**src/rtl/instr_sequencer.sv**
```systemverilog
// instr_sequencer: fetch/decode/control stage for the 16x16 register file and
// the 8-bit ALU. Every instruction walks through a fixed four-state FSM
// (FETCH -> DECODE -> EXEC -> WB), so each one takes exactly four cycles.
//
// Ports:
//   clock        system clock; all state updates on the rising edge
//   reset        asynchronous, active-low; clears all state
//   instr_addr   ROM address (always equals pc)
//   instruction  ROM data, combinational from instr_addr
//   alu_zero     ALU zero flag, sampled on the EXEC edge for BZ
//   sel_a/sel_b  register file read selects, valid DECODE through WB
//   sel_w        register file write select, valid in WB
//   reg_wen      register file write enable, only in WB for opcodes 0x0-0x8
//   alu_op       ALU operation, valid DECODE through WB
//   wdata_sel    0 = ALU result, 1 = immediate (LDI only, in WB)
//   imm_value    immediate byte IR[7:0]
//   state        FSM state for debug (FETCH=0, DECODE=1, EXEC=2, WB=3)
//   halted       set when HALT retires; only reset clears it
//
// state  | meaning
// FETCH  | instr_addr = pc, IR captured on the edge (skipped while halted)
// DECODE | read selects and alu_op presented to the datapath
// EXEC   | ALU registers its result; branch condition captured
// WB     | register write enabled if needed; pc updated on the edge
module instr_sequencer #(
    parameter int                  PC_WIDTH = 8,
    parameter logic [PC_WIDTH-1:0] RESET_PC = '0
) (
    input  logic                clock,
    input  logic                reset,
    output logic [PC_WIDTH-1:0] instr_addr,
    input  logic [15:0]         instruction,
    input  logic                alu_zero,
    output logic [3:0]          sel_a,
    output logic [3:0]          sel_b,
    output logic [3:0]          sel_w,
    output logic                reg_wen,
    output logic [2:0]          alu_op,
    output logic                wdata_sel,
    output logic [7:0]          imm_value,
    output logic [1:0]          state,
    output logic                halted
);

    typedef enum logic [1:0] {
        FETCH  = 2'd0,
        DECODE = 2'd1,
        EXEC   = 2'd2,
        WB     = 2'd3
    } state_t;

    state_t              fsm;
    logic [PC_WIDTH-1:0] pc;
    logic [15:0]         ir;
    logic                take_branch;

    logic [3:0]          opcode;
    logic [PC_WIDTH-1:0] target;
    logic                writes_reg;

    assign opcode     = ir[15:12];
    assign target     = PC_WIDTH'(ir[7:0]);
    // Opcodes 0x0-0x7 are ALU ops and 0x8 is LDI; nothing else writes.
    assign writes_reg = (opcode <= 4'h8);

    assign instr_addr = pc;
    assign state      = fsm;

    always_ff @(posedge clock or negedge reset) begin
        if (!reset) begin
            fsm         <= FETCH;
            pc          <= RESET_PC;
            ir          <= 16'h0000;
            take_branch <= 1'b0;
            halted      <= 1'b0;
            sel_a       <= 4'h0;
            sel_b       <= 4'h0;
            sel_w       <= 4'h0;
            reg_wen     <= 1'b0;
            alu_op      <= 3'h0;
            wdata_sel   <= 1'b0;
            imm_value   <= 8'h00;
        end else begin
            case (fsm)
                FETCH: begin
                    // Selects are loaded straight from the ROM word so they
                    // are already valid throughout DECODE.
                    if (!halted) begin
                        ir        <= instruction;
                        sel_a     <= instruction[7:4];
                        sel_b     <= instruction[3:0];
                        alu_op    <= instruction[14:12];
                        imm_value <= instruction[7:0];
                        fsm       <= DECODE;
                    end
                end
                DECODE: begin
                    fsm <= EXEC;
                end
                EXEC: begin
                    sel_w       <= ir[11:8];
                    reg_wen     <= writes_reg;
                    wdata_sel   <= (opcode == 4'h8);
                    take_branch <= (opcode == 4'h9) ||
                                   ((opcode == 4'hA) && alu_zero);
                    fsm         <= WB;
                end
                WB: begin
                    reg_wen     <= 1'b0;
                    wdata_sel   <= 1'b0;
                    take_branch <= 1'b0;
                    if (opcode == 4'hB) begin
                        halted <= 1'b1;
                    end else if (take_branch) begin
                        pc <= target;
                    end else begin
                        pc <= pc + PC_WIDTH'(1);
                    end
                    fsm <= FETCH;
                end
            endcase
        end
    end

endmodule

```
**config.mk**
```make
export PLATFORM = sky130hd
export DESIGN_NAME = instr_sequencer
export DESIGN_NICKNAME = d
export VERILOG_FILES = /design/src/rtl/instr_sequencer.sv
export SDC_FILE = /design/constraint.sdc
export NUM_CORES = 1
export LEC_CHECK = 0
export CAP_MARGIN = 40
export CORE_ASPECT_RATIO = 1.2
export CORE_MARGIN = 2
export CORE_UTILIZATION = 49
export DETAILED_ROUTE_END_ITERATION = 10
export PLACE_DENSITY_LB_ADDON = 0.12
export SKIP_CTS_REPAIR_TIMING = 1
export SLEW_MARGIN = 15
export SYNTH_ARGS = -nofsm -noshare
export SYNTH_HDL_FRONTEND = slang
export SYNTH_SLANG_ARGS = --single-unit
```
**constraint.sdc**
```tcl
create_clock -name clock -period 2.52 [get_ports clock]
set_clock_uncertainty 0.05 [all_clocks]
set_input_delay 0.504 -clock clock [delete_from_list [all_inputs] [get_ports clock]]
set_output_delay 0.504 -clock clock [all_outputs]
set_load 0.03 [all_outputs]
```
======== Word-level counts from Yosys, hierarchy flattened ========
Index checks and enable logic that the tools add are counted.
storage, ports and cells
  flip-flop bits (word level) ............. 53
  output and inout bits ................... 36
  word-level logic and storage cells ...... 37
cells by class
  add/subtract/negate cells ............... 1
  order comparisons ....................... 1
  eq/ne operators ......................... 8
  multiplexer cells ....................... 6
  bitwise operators ....................... 2
  reductions and logical operators ........ 7
operator list
  kind                   count
  $eq A4 B4 Y1 const B   4
  $add A8 B1 Y8 const B  1
  $mux W8                1
  $pmux W2 S4            1
  $pmux W1 S2            3
  $reduce_and A2 Y1      3
  $eq A2 B2 Y1 const B   2
  $le A4 B4 Y1 const B   1
  $eq A2 B1 Y1 const B   1
  $logic_not A2 Y1       1
  $mux W2                1
  $ne A2 B2 Y1 const B   1
  $not A1 Y1             2
  $reduce_bool A2 Y1     1
  $logic_and A1 B1 Y1    1
  $logic_or A1 B1 Y1     1

======== Depth between registers and ports, before layout ========
  word-level depth ........................ 4
  depth in mapped cells ................... 7
  mapped depth without buffers ............ 5

======== Least setup slack after synthesis ========
No wires, ideal clock.
  path kind ............................... reg2reg
  start point ............................. register fsm[0] (netlist: state[0])
  end point ............................... register alu_op[1]
  setup time .............................. 0.128 ns
  arrival ................................. 1.640 ns
  required time ........................... 2.342 ns
  path slack .............................. 0.703 ns
  stages on the path, launching flop included .. 7
  path buffers ............................ 2
  cells stage by stage .................... dfrtp_1 > inv_1 > ha_1 > nor2b_1 > buf_2 > buf_2 > mux2_1
between the ends
  longest elaborated chain between the ends .. 2
ends and longest elaborated chain
  what                                RTL line  text
  start: declaration                  52        state_t fsm;
  start signal: assignment            71        fsm <= FETCH;
  start signal: assignment            94        fsm <= DECODE;
  start signal: assignment            98        fsm <= EXEC;
  $logic_not A2 Y1                    84        case (fsm)
  $reduce_and A2 Y1 (no source line)  --
  end signal: assignment              92        alu_op <= instruction[14:12];
  end: declaration                    38        output logic [2:0] alu_op,
No other way between the ends.
A chain may end at the register's enable or synchronous reset.

======== Final worst setup path ========
  start point ............................. register alu_op[1]
  end point ............................... output alu_op[1]
No word-level cell between the ends.

==> out/metrics.csv <==
stage,metric,value,unit
cells_and_area,diode count,0,
floorplan,Die ar.,3973,sq um
detailed_routing,Routed Antenna Nets,0,
yosys,Syn Inst Count,154,
clock_network,CTS Buf Count,5,
timing,fmax,490.6,MHz
pwr,PD cells,1494,nW/um^2
cells_and_area,fill cell count,284,
yosys,cell taking the most area after synthesis,dfrtp_1,
timing,Slew Limit Fails,0,
clock_network,clock root buffer,clkbuf_8,
floorplan,die height,68.65,microns
worst_setup_path,WP buf/inv,1,
timing,period utilisation layout,80.88,%
timing,Fin Setup TNS,0,ns
detailed_routing,Total Wirelength,3.592,mm
timing,RSZ-0062 raised after global routing,false,
cells_and_area,Multi-input gate area,668.1,sq um
cells_and_area,most frequent cells in the layout,"clkdlybuf4s50_1, dfrtp_1, mux2_1",
yosys,commonest register cell after synthesis,dfrtp_1,
cells_and_area,Reg area,850.8,sq um
floorplan,num rows,23,
cells_and_area,Layout area overhead,30.28,%
worst_setup_path,Startpoint Class,flip-flop,
worst_setup_path,kind of critical path,flip-flop to primary output,
placement,Post-DP HPWL,2.613,mm
yosys,Syn Nets,178,
floorplan,core area,3338,sq um
pwr,Max IR drop VDD,955.8,uV
clock_network,"Clk Latency, worst-skew pair",0.29,ns
grt,first-pass GRT wire length,5.871,mm
yosys,post-synthesis cell type count,32,
run,max cap viols,0,
clock_network,CTS max path bufs,2,
detailed_routing,via count,1238,
placement,PortBufs,54,
worst_setup_path,cells along the critical path,clkdlybuf4s50_1,
yosys,synthesized cell area,1707,sq um
worst_setup_path,"Largest delay share family, worst path",buffers and inverters,
detailed_routing,1st-iter DRT viols,35,
detailed_routing,Avg Vias per Cell,5.383,
floorplan,Ports,55,
detailed_routing,Remaining DRCs,0,
worst_setup_path,Crit path arrival time,1.48,ns
timing,worst-margin pin slew,0.6196,ns
timing,final setup fails,0,
yosys,Synth top area share,49.85,%
grt,total grt overflow,0,
grt,largest net degree at the start of global routing,35,
timing,final hold viol count,0,
pwr,P_leak,0.0009215,uW
placement,gpl congestion,0.7142,
status,status,"finished, final reports clean",
grt,GRT Util Overall,19.82,%
worst_setup_path,CP max FO,7,
grt,initial antenna violation count,0,
grt,vias in the first global route,1299,
worst_hold_path,Min-Delay Path Class,flip-flop to flip-flop,
timing,relative slew slack,58.70,%
worst_setup_path,slowest cell delay on critical path,0.72,ns
clock_network,CTS tree,built,
yosys,ranking of synthesized cells by area,"dfrtp_1, mux2_1, buf_4, ha_1, mux2_2",
clock_network,htree depth,2,
pwr,total power,3322,uW
timing,fin crit period,2.038,ns
yosys,Synthesis Warnings,0,
yosys,"Seq/Total Area, Yosys",49.85,%
floorplan,Starting Density,51.12,%
timing,Min Hold Slack,0.4352,ns
yosys,register bit total from synthesis,34,
cells_and_area,share of layout cells above drive strength 1,8.808,%
worst_setup_path,WP data required,1.97,ns
detailed_routing,drt wl/cell,15.62,microns
clock_network,# clock sinks,34,
yosys,Mean Syn Cell Area,11.08,sq um
yosys,fraction of registers with async set or reset after synthesis,100.0,%
worst_setup_path,critical path capture point type,primary output,
cells_and_area,"commonest non-fill, non-tap cell in the layout",clkdlybuf4s50_1,
clock_network,clock-pin slew on the worst setup and hold paths,0.07,ns
worst_setup_path,"Slowest-stage cell, CP",clkdlybuf4s50_1,
yosys,number of flops mapped to enable cells by yosys,0,
detailed_routing,first-pass iteration count of the detailed router,4,
cells_and_area,Final Core Density,66.60,%
cells_and_area,Nets,216,
floorplan,Die X,57.88,microns
-- layout make-up --
cell class                      count  area share, %
Multi-Input combinational cell     92          30.05
Sequential cell                    34          38.27
Clock inverter                      1         0.2251
Timing Repair Buffer               56          24.99
Tap cell                           37          2.082
Inverter                            3         0.5065
Clock buffer                        7          3.883
-- registers in the layout (all words and copies together) (netlist names), 2 cells and up --
register	cells
instr_addr	8
sel_b	3
state	2
ir	7
alu_op	2
sel_w	4
sel_a	3
-- routing by layer --
metal,wire length (microns),global-route usage (%),vias up
li1,-,-,598
met1,1416,21.82,595
met2,1913,35.65,38
met3,185,4.478,7
met4,76,10.47,0
met5,0,0,-
-- synth_stat cells (2+ instances only) --
cell / count
nor2b_1: 4
nand2_1: 11
inv_1: 3
mux2_1: 14
mux2_2: 5
clkbuf_1: 2
a21oi_1: 8
nor3_1: 2
buf_2: 3
a31oi_1: 2
o21ai_0: 7
dfrtp_1: 34
nand3_1: 4
nand4_1: 2
ha_1: 5
o21ai_1: 7
buf_4: 19
nor2_1: 6
mux2i_1: 3
-- worst reg2reg max path: cells and delay by family (launching register included) --
kind / cells / cell delay, ns
flops: 1 / 0.40
fa+ha+maj: 1 / 0.36
simple gates: 3 / 0.78
-- final timing paths --
check	start	cells after the start	to	slack [ns]
setup / recovery	alu_op[1]	1	alu_op[1]	0.48
hold / removal	ir[10]	1	ir[10]	0.44
setup reg to reg	state[1]	4	instr_addr[7]	0.87
hold reg to reg	ir[10]	1	ir[10]	0.44
max in group asynchronous	reset	2	sel_b[0]	1.54
min in group asynchronous	reset	2	sel_b[2]	0.57
-- cell families after synthesis --
logic type	count (synthesis)	share of synthesized area (%)
adder cells (fa/ha/maj)	5	3.666
AO/OA/AOI/OAI	28	9.164
buffers and inverters	28	11.14
multiplexers	22	14.30
flip-flops	34	49.85
AND/OR/NAND/NOR	37	11.88
-- metrics by stage --
stage	cells	cell area [sq um]	setup WS (ns)
finish	230	2223	0.4817
global route	230	2223	0.4278
CTS	230	2223	0.4878
detailed placement	222	2132	0.8074
global placement	222	2132	0.8407
floorplan	154	1707	0.7029
-- power by group --
part	leakage [uW]	switching (uW)	total [uW]	internal, uW
combinational	0.000471	1010	1820	806
sequential	0.000403	282	1090	809
clock	0.0000482	192	412	220
total	0.000921	1490	3320	1840
Note: power is estimated with default switching activity, not from simulation.
